$ cat src/rtl/driver_pkg.sv
// Shared constants and helpers for the multi-channel drive scheduler.
package driver_pkg;

  localparam int unsigned HOLD_W = 8;

  // Schedule horizon must be a power of two and at least 2.
  function automatic bit depth_ok(input int unsigned depth);
    return (depth >= 2) && ((depth & (depth - 1)) == 0);
  endfunction

  // LSB of channel ch's delay field in the packed DRIV_FRONT bus.
  function automatic int unsigned delay_lsb(input int unsigned ch, input int unsigned dw);
    return ch * dw;
  endfunction

endpackage

$ cat src/rtl/driver_chan.sv
// One scheduler channel: timing wheel, hold counter and status flags.
// Optional CANCEL input when DRIVER_CANCEL_EN is defined.
module driver_chan
  import driver_pkg::*;
#(
  parameter int unsigned DEPTH    = 32,
  parameter int unsigned HOLD_CYC = 4,
  parameter int unsigned DW       = 5
) (
  input  logic          clk,
  input  logic          rst,
  input  logic          driv,
  input  logic          shift,
  input  logic [DW-1:0] front,
`ifdef DRIVER_CANCEL_EN
  input  logic          cancel,
`endif
  output logic          driv_valid,
  output logic          driv_fire,
  output logic          sched_busy,
  output logic          collide
);

  logic [DEPTH-1:0]  slots_q, slots_d;
  logic [HOLD_W-1:0] hold_q, hold_d;
  logic              fire_q, fire_d;
  logic              coll_q, coll_d;
  logic              busy_q;
  logic [DW-1:0]     dly;
  logic              clr;

`ifdef DRIVER_CANCEL_EN
  assign clr = cancel;
`else
  assign clr = 1'b0;
`endif

  // Slot i holds a fire due i+1 edges from now; slot 0 fires on the coming edge.
  always_comb begin
    dly     = shift ? front : '0;
    slots_d = clr ? '0 : (slots_q >> 1);
    fire_d  = (driv && (dly == '0)) || (slots_q[0] && !clr);
    coll_d  = 1'b0;
    if (driv && (dly != '0)) begin
      coll_d                  = slots_d[dly - DW'(1)];
      slots_d[dly - DW'(1)]   = 1'b1;
    end
    if (fire_d) begin
      hold_d = HOLD_W'(HOLD_CYC);
    end else if (clr || (hold_q == '0)) begin
      hold_d = '0;
    end else begin
      hold_d = hold_q - HOLD_W'(1);
    end
  end

  always_ff @(posedge clk) begin
    if (rst) begin
      slots_q <= '0;
      hold_q  <= '0;
      fire_q  <= 1'b0;
      coll_q  <= 1'b0;
      busy_q  <= 1'b0;
    end else begin
      slots_q <= slots_d;
      hold_q  <= hold_d;
      fire_q  <= fire_d;
      coll_q  <= coll_d;
      busy_q  <= |slots_d;
    end
  end

  assign driv_valid = (hold_q != '0);
  assign driv_fire  = fire_q;
  assign sched_busy = busy_q;
  assign collide    = coll_q;

endmodule

$ cat src/rtl/driver_sched.sv
// Multi-channel trigger scheduler top: slices buses onto per-channel instances.
// Optional feature macro: DRIVER_CANCEL_EN (adds CANCEL input).
module driver_sched
  import driver_pkg::*;
#(
  parameter int unsigned  N_CH     = 2,
  parameter int unsigned  DEPTH    = 32,
  parameter int unsigned  HOLD_CYC = 4,
  localparam int unsigned DW       = $clog2(DEPTH)
) (
  input  logic                 CLK,
  input  logic                 RST,
  input  logic [N_CH-1:0]      DRIV,
  input  logic [N_CH-1:0]      SHIFT,
  input  logic [N_CH*DW-1:0]   DRIV_FRONT,
  output logic [N_CH-1:0]      DRIV_VALID,
  output logic [N_CH-1:0]      DRIV_FIRE,
  output logic [N_CH-1:0]      SCHED_BUSY,
  output logic [N_CH-1:0]      COLLIDE
`ifdef DRIVER_CANCEL_EN
  ,
  input  logic [N_CH-1:0]      CANCEL
`endif
);

  if (!depth_ok(DEPTH)) begin : g_bad_depth
    $fatal(1, "driver_sched: DEPTH must be a power of two >= 2");
  end

  if ((HOLD_CYC < 1) || (HOLD_CYC > 255)) begin : g_bad_hold
    $fatal(1, "driver_sched: HOLD_CYC must be in 1..255");
  end

  for (genvar k = 0; k < N_CH; k++) begin : g_chan
    driver_chan #(
      .DEPTH   (DEPTH),
      .HOLD_CYC(HOLD_CYC),
      .DW      (DW)
    ) u_chan (
      .clk       (CLK),
      .rst       (RST),
      .driv      (DRIV[k]),
      .shift     (SHIFT[k]),
      .front     (DRIV_FRONT[delay_lsb(k, DW) +: DW]),
`ifdef DRIVER_CANCEL_EN
      .cancel    (CANCEL[k]),
`endif
      .driv_valid(DRIV_VALID[k]),
      .driv_fire (DRIV_FIRE[k]),
      .sched_busy(SCHED_BUSY[k]),
      .collide   (COLLIDE[k])
    );
  end

endmodule
$ cat config.mk
export PLATFORM = sky130hd
export DESIGN_NAME = driver_sched
export DESIGN_NICKNAME = d
export VERILOG_FILES = /design/src/rtl/driver_pkg.sv /design/src/rtl/driver_chan.sv /design/src/rtl/driver_sched.sv
export SDC_FILE = /design/constraint.sdc
export NUM_CORES = 1
export LEC_CHECK = 0
export ABC_AREA = 1
export CORE_MARGIN = 1.5
export CORE_UTILIZATION = 35
export DETAILED_ROUTE_END_ITERATION = 10
export PLACE_DENSITY = 0.48
export SLEW_MARGIN = 20
export SYNTH_ARGS = -nofsm -noshare
export SYNTH_HDL_FRONTEND = slang
export SYNTH_SLANG_ARGS = --single-unit
export TNS_END_PERCENT = 100
$ cat constraint.sdc
create_clock -name CLK -period 3.6 [get_ports CLK]
set_clock_uncertainty 0.2 [all_clocks]
set_input_delay 0.72 -clock CLK [delete_from_list [all_inputs] [get_ports CLK]]
set_output_delay 0.72 -clock CLK [all_outputs]
set_load 0.02 [all_outputs]
==> impl_metrics.ini <==
[placed_design]
gp_congestion = 0.868
io_buffers = 23
dp_hpwl_um = 8410
dp_slack_ns = 0.000524

[clocking]
cts_setup_buffers = 0
cts_tree = yes
h-tree-depth = 3
postCtsResizedCells = 0
clock_sinks = 86
cts_buffers = 9
cts_root_buf = clkbuf_16
postCtsHoldBufs = 0
clk_pin_slew_ns = 0.07
clkLatencyLatePin_ns = 0.35
clk_path_buf_depth = 2

[setup_path]
crit_type = register to output port
critPathArrivalTime_ns = 2.36
cp_max_fo = 3
rr_worst_depth = 9
end_kind = output port
crit_required_ns = 2.68
start_kind = register

[detailed_routing]
first_iter_violations = 254
wl_per_cell_um = 13.4
ant_nets = 0
drc = 0
viasPerCell = 4.73
drt-total-wl_um = 11900
drt-pass1-iter-count = 4
vias = 4184

[min_path]
hold_path.class = register to register
holdPathStages = 1

[timing]
maxSlewHeadroom = 0.523
timing.fmax_mhz = 304
finalSetupTns_ns = 0
max_slew.worst_pin.slew_ns = 0.716
slew_viol_final = 0
setup_viol = 0
fin_crit_ns = 3.28
fin_ws_ns = 0.315
rsz0062_at_grt = no
finalCritPeriodShare = 0.912
hold_viol = 0

[synthesis]
synth_area_leaders = dfxtp_1 38%, nand2_1 12%, nor2_1 12%
async_flop_share = 0
yosys.area_share.simple = 0.316
synth_top_family_by_area = simple AND/OR/NAND/NOR gates
yosysTopAreaCell = dfxtp_1
synth_mux_area_frac = 0
synth-compound-area-share = 0.158
synth_top_area_frac = 0.379
syn-cell-area_mm2 = 0.00454
synth_ff_type = dfxtp_1
synth_adder_area_share = 0.0138
yosysSeqAreaShare = 0.379
syn-num-nets = 713
synth_warnings = 0
synth-xor-area-share = 0.0174
ys_seq_elements = 86
avgSynthCellArea_um2 = 6.56
syn-instance-count = 692
ys_types = 34
yosys-top-cells-count = 144 x nand2_1, 139 x nor2_1, 101 x inv_1
synth_most_common_cell = nand2_1
synth_edf_count = 0

[power]
pwr-share-seq = 0.394
p_comb_frac = 0.266
switching_power_mw = 0.895
p_sw_frac = 0.320
vdd_drop_max_mv = 0.270
clockPowerShare = 0.340
p_int_mw = 1.90
static-leakage-power_nw = 2.33
power.density_mw_per_mm2 = 535

[flow_run]
maxCapViolCount = 0

[die]
core_mm2 = 0.0126
initial_core_util = 0.360
dieHeight_um = 117
io_pins = 24
dieWidth_um = 117
num_rows = 41
die_area_mm2 = 0.0137

[global_routing]
grt_pass1_vias = 3922
grt_overflow = 0
groute.layer.met1.usage = 0.231
busiest_layer = met2
use_met3 = 0.0360
grt_pass1_wl_um = 19400
grt_max_degree = 69
grt_use_total = 0.187
met2_usage = 0.317
antenna_found_initial = 0

[final_layout]
antenna_cells = 0
drive_gt1_frac = 0.0659
fill_cells = 1345
fin_nets = 729
areaGrowthSynthToFinish_pct = 15.1
utilization = 0.414

[run_status]
status = completed
-- worst max-delay path: stages, from the launching register on --
cell and delay, ns:
dfxtp_1 0.31, inv_1 0.06, ha_1 0.19, nand2_1 0.07, or2_2 0.29, or2_2 0.29, nor2_1 0.13, nand2_1 0.12
clkdlybuf4s50_1 0.55
-- layer usage --
metal / wire length, um / vias to the layer above
li1: - / 2206
met1: 5440 / 1880
met2: 5740 / 77
met3: 442 / 21
met4: 252 / 0
met5: 0 / -
-- cells by family (layout without fill, tap and decap cells) --
| logic type | after synthesis | in the layout |
|---|---|---|
| and+or+nand+nor | 347 | 347 |
| buffers and inverters | 131 | 152 |
| AOI/OAI and AO/OA | 117 | 117 |
| DFF | 86 | 86 |
| xor gates and xnor gates | 6 | 6 |
| adders and majority gates | 5 | 5 |
-- power by group through the flow --
stage / sequential (mW) / clock, mW / combinational (mW)
after floorplan: 1.11 / 0 / 0.585
after global placement: 1.12 / 0 / 0.742
after detailed placement: 1.12 / 0 / 0.749
after CTS: 1.10 / 0.977 / 0.752
after global routing: 1.11 / 1.02 / 0.843
final: 1.10 / 0.950 / 0.745
-- flip-flops by register name, summed over array words and instances (netlist names) --
register                  flops
g_chan.u_chan.collide         2
g_chan.u_chan.driv_fire       2
g_chan.u_chan.hold_q         16
g_chan.u_chan.sched_busy      2
g_chan.u_chan.slots_q        64
-- cell type report --
type                       instances  area (um^2)  area share
clock inverter                     5         58.8      0.0113
tap                              172          215      0.0412
timing repair buffer              31          298      0.0570
multi-input combinational        475         2290       0.439
inverter                         105          394      0.0755
clock buffer                      11          243      0.0465
sequential                        86         1720       0.330
-- through the flow --
stage / cells / hold slack [ns] / power (mW) / cell area, um^2
2_1_floorplan: 692 / 0.193 / 1.69 / 4540
3_3_place_gp: 869 / 0.199 / 1.86 / 4920
3_5_place_dp: 869 / 0.201 / 1.87 / 4920
4_1_cts: 885 / 0.211 / 2.83 / 5220
5_1_grt: 885 / 0.226 / 2.97 / 5220
6_report: 885 / 0.211 / 2.79 / 5220
-- cells in the final DEF, fill, tap and decap left out, types with 2 or more instances in the layout --
cell type,count
o211ai_1,13
clkbuf_16,9
nor2_2,7
clkinvlp_4,2
xor2_1,4
a22oi_1,3
buf_4,7
o21ai_0,17
nand2_2,3
or2_2,6
o21bai_1,23
ha_1,5
inv_1,101
o31ai_1,7
inv_2,2
nand2_1,144
nor2_1,139
nor3_1,4
a21oi_1,48
nand3_1,25
clkdlybuf4s50_1,22
nand4_1,12
clkinv_1,2
or3_1,4
dfxtp_1,86
nand3_2,2
-- worst paths after layout --
check                           slack (ns)                  startpoint                          to
worst max-delay path                  0.32  g_chan[1].u_chan.hold_q[0]               DRIV_VALID[1]
worst min-delay path                  0.21  g_chan[0].u_chan.hold_q[0]  g_chan[0].u_chan.hold_q[0]
worst max register to register        1.50  g_chan[1].u_chan.hold_q[0]  g_chan[1].u_chan.hold_q[7]
worst min register to register        0.21  g_chan[0].u_chan.hold_q[0]  g_chan[0].u_chan.hold_q[0]
No activity file was read; power rests on OpenSTA's default activity.
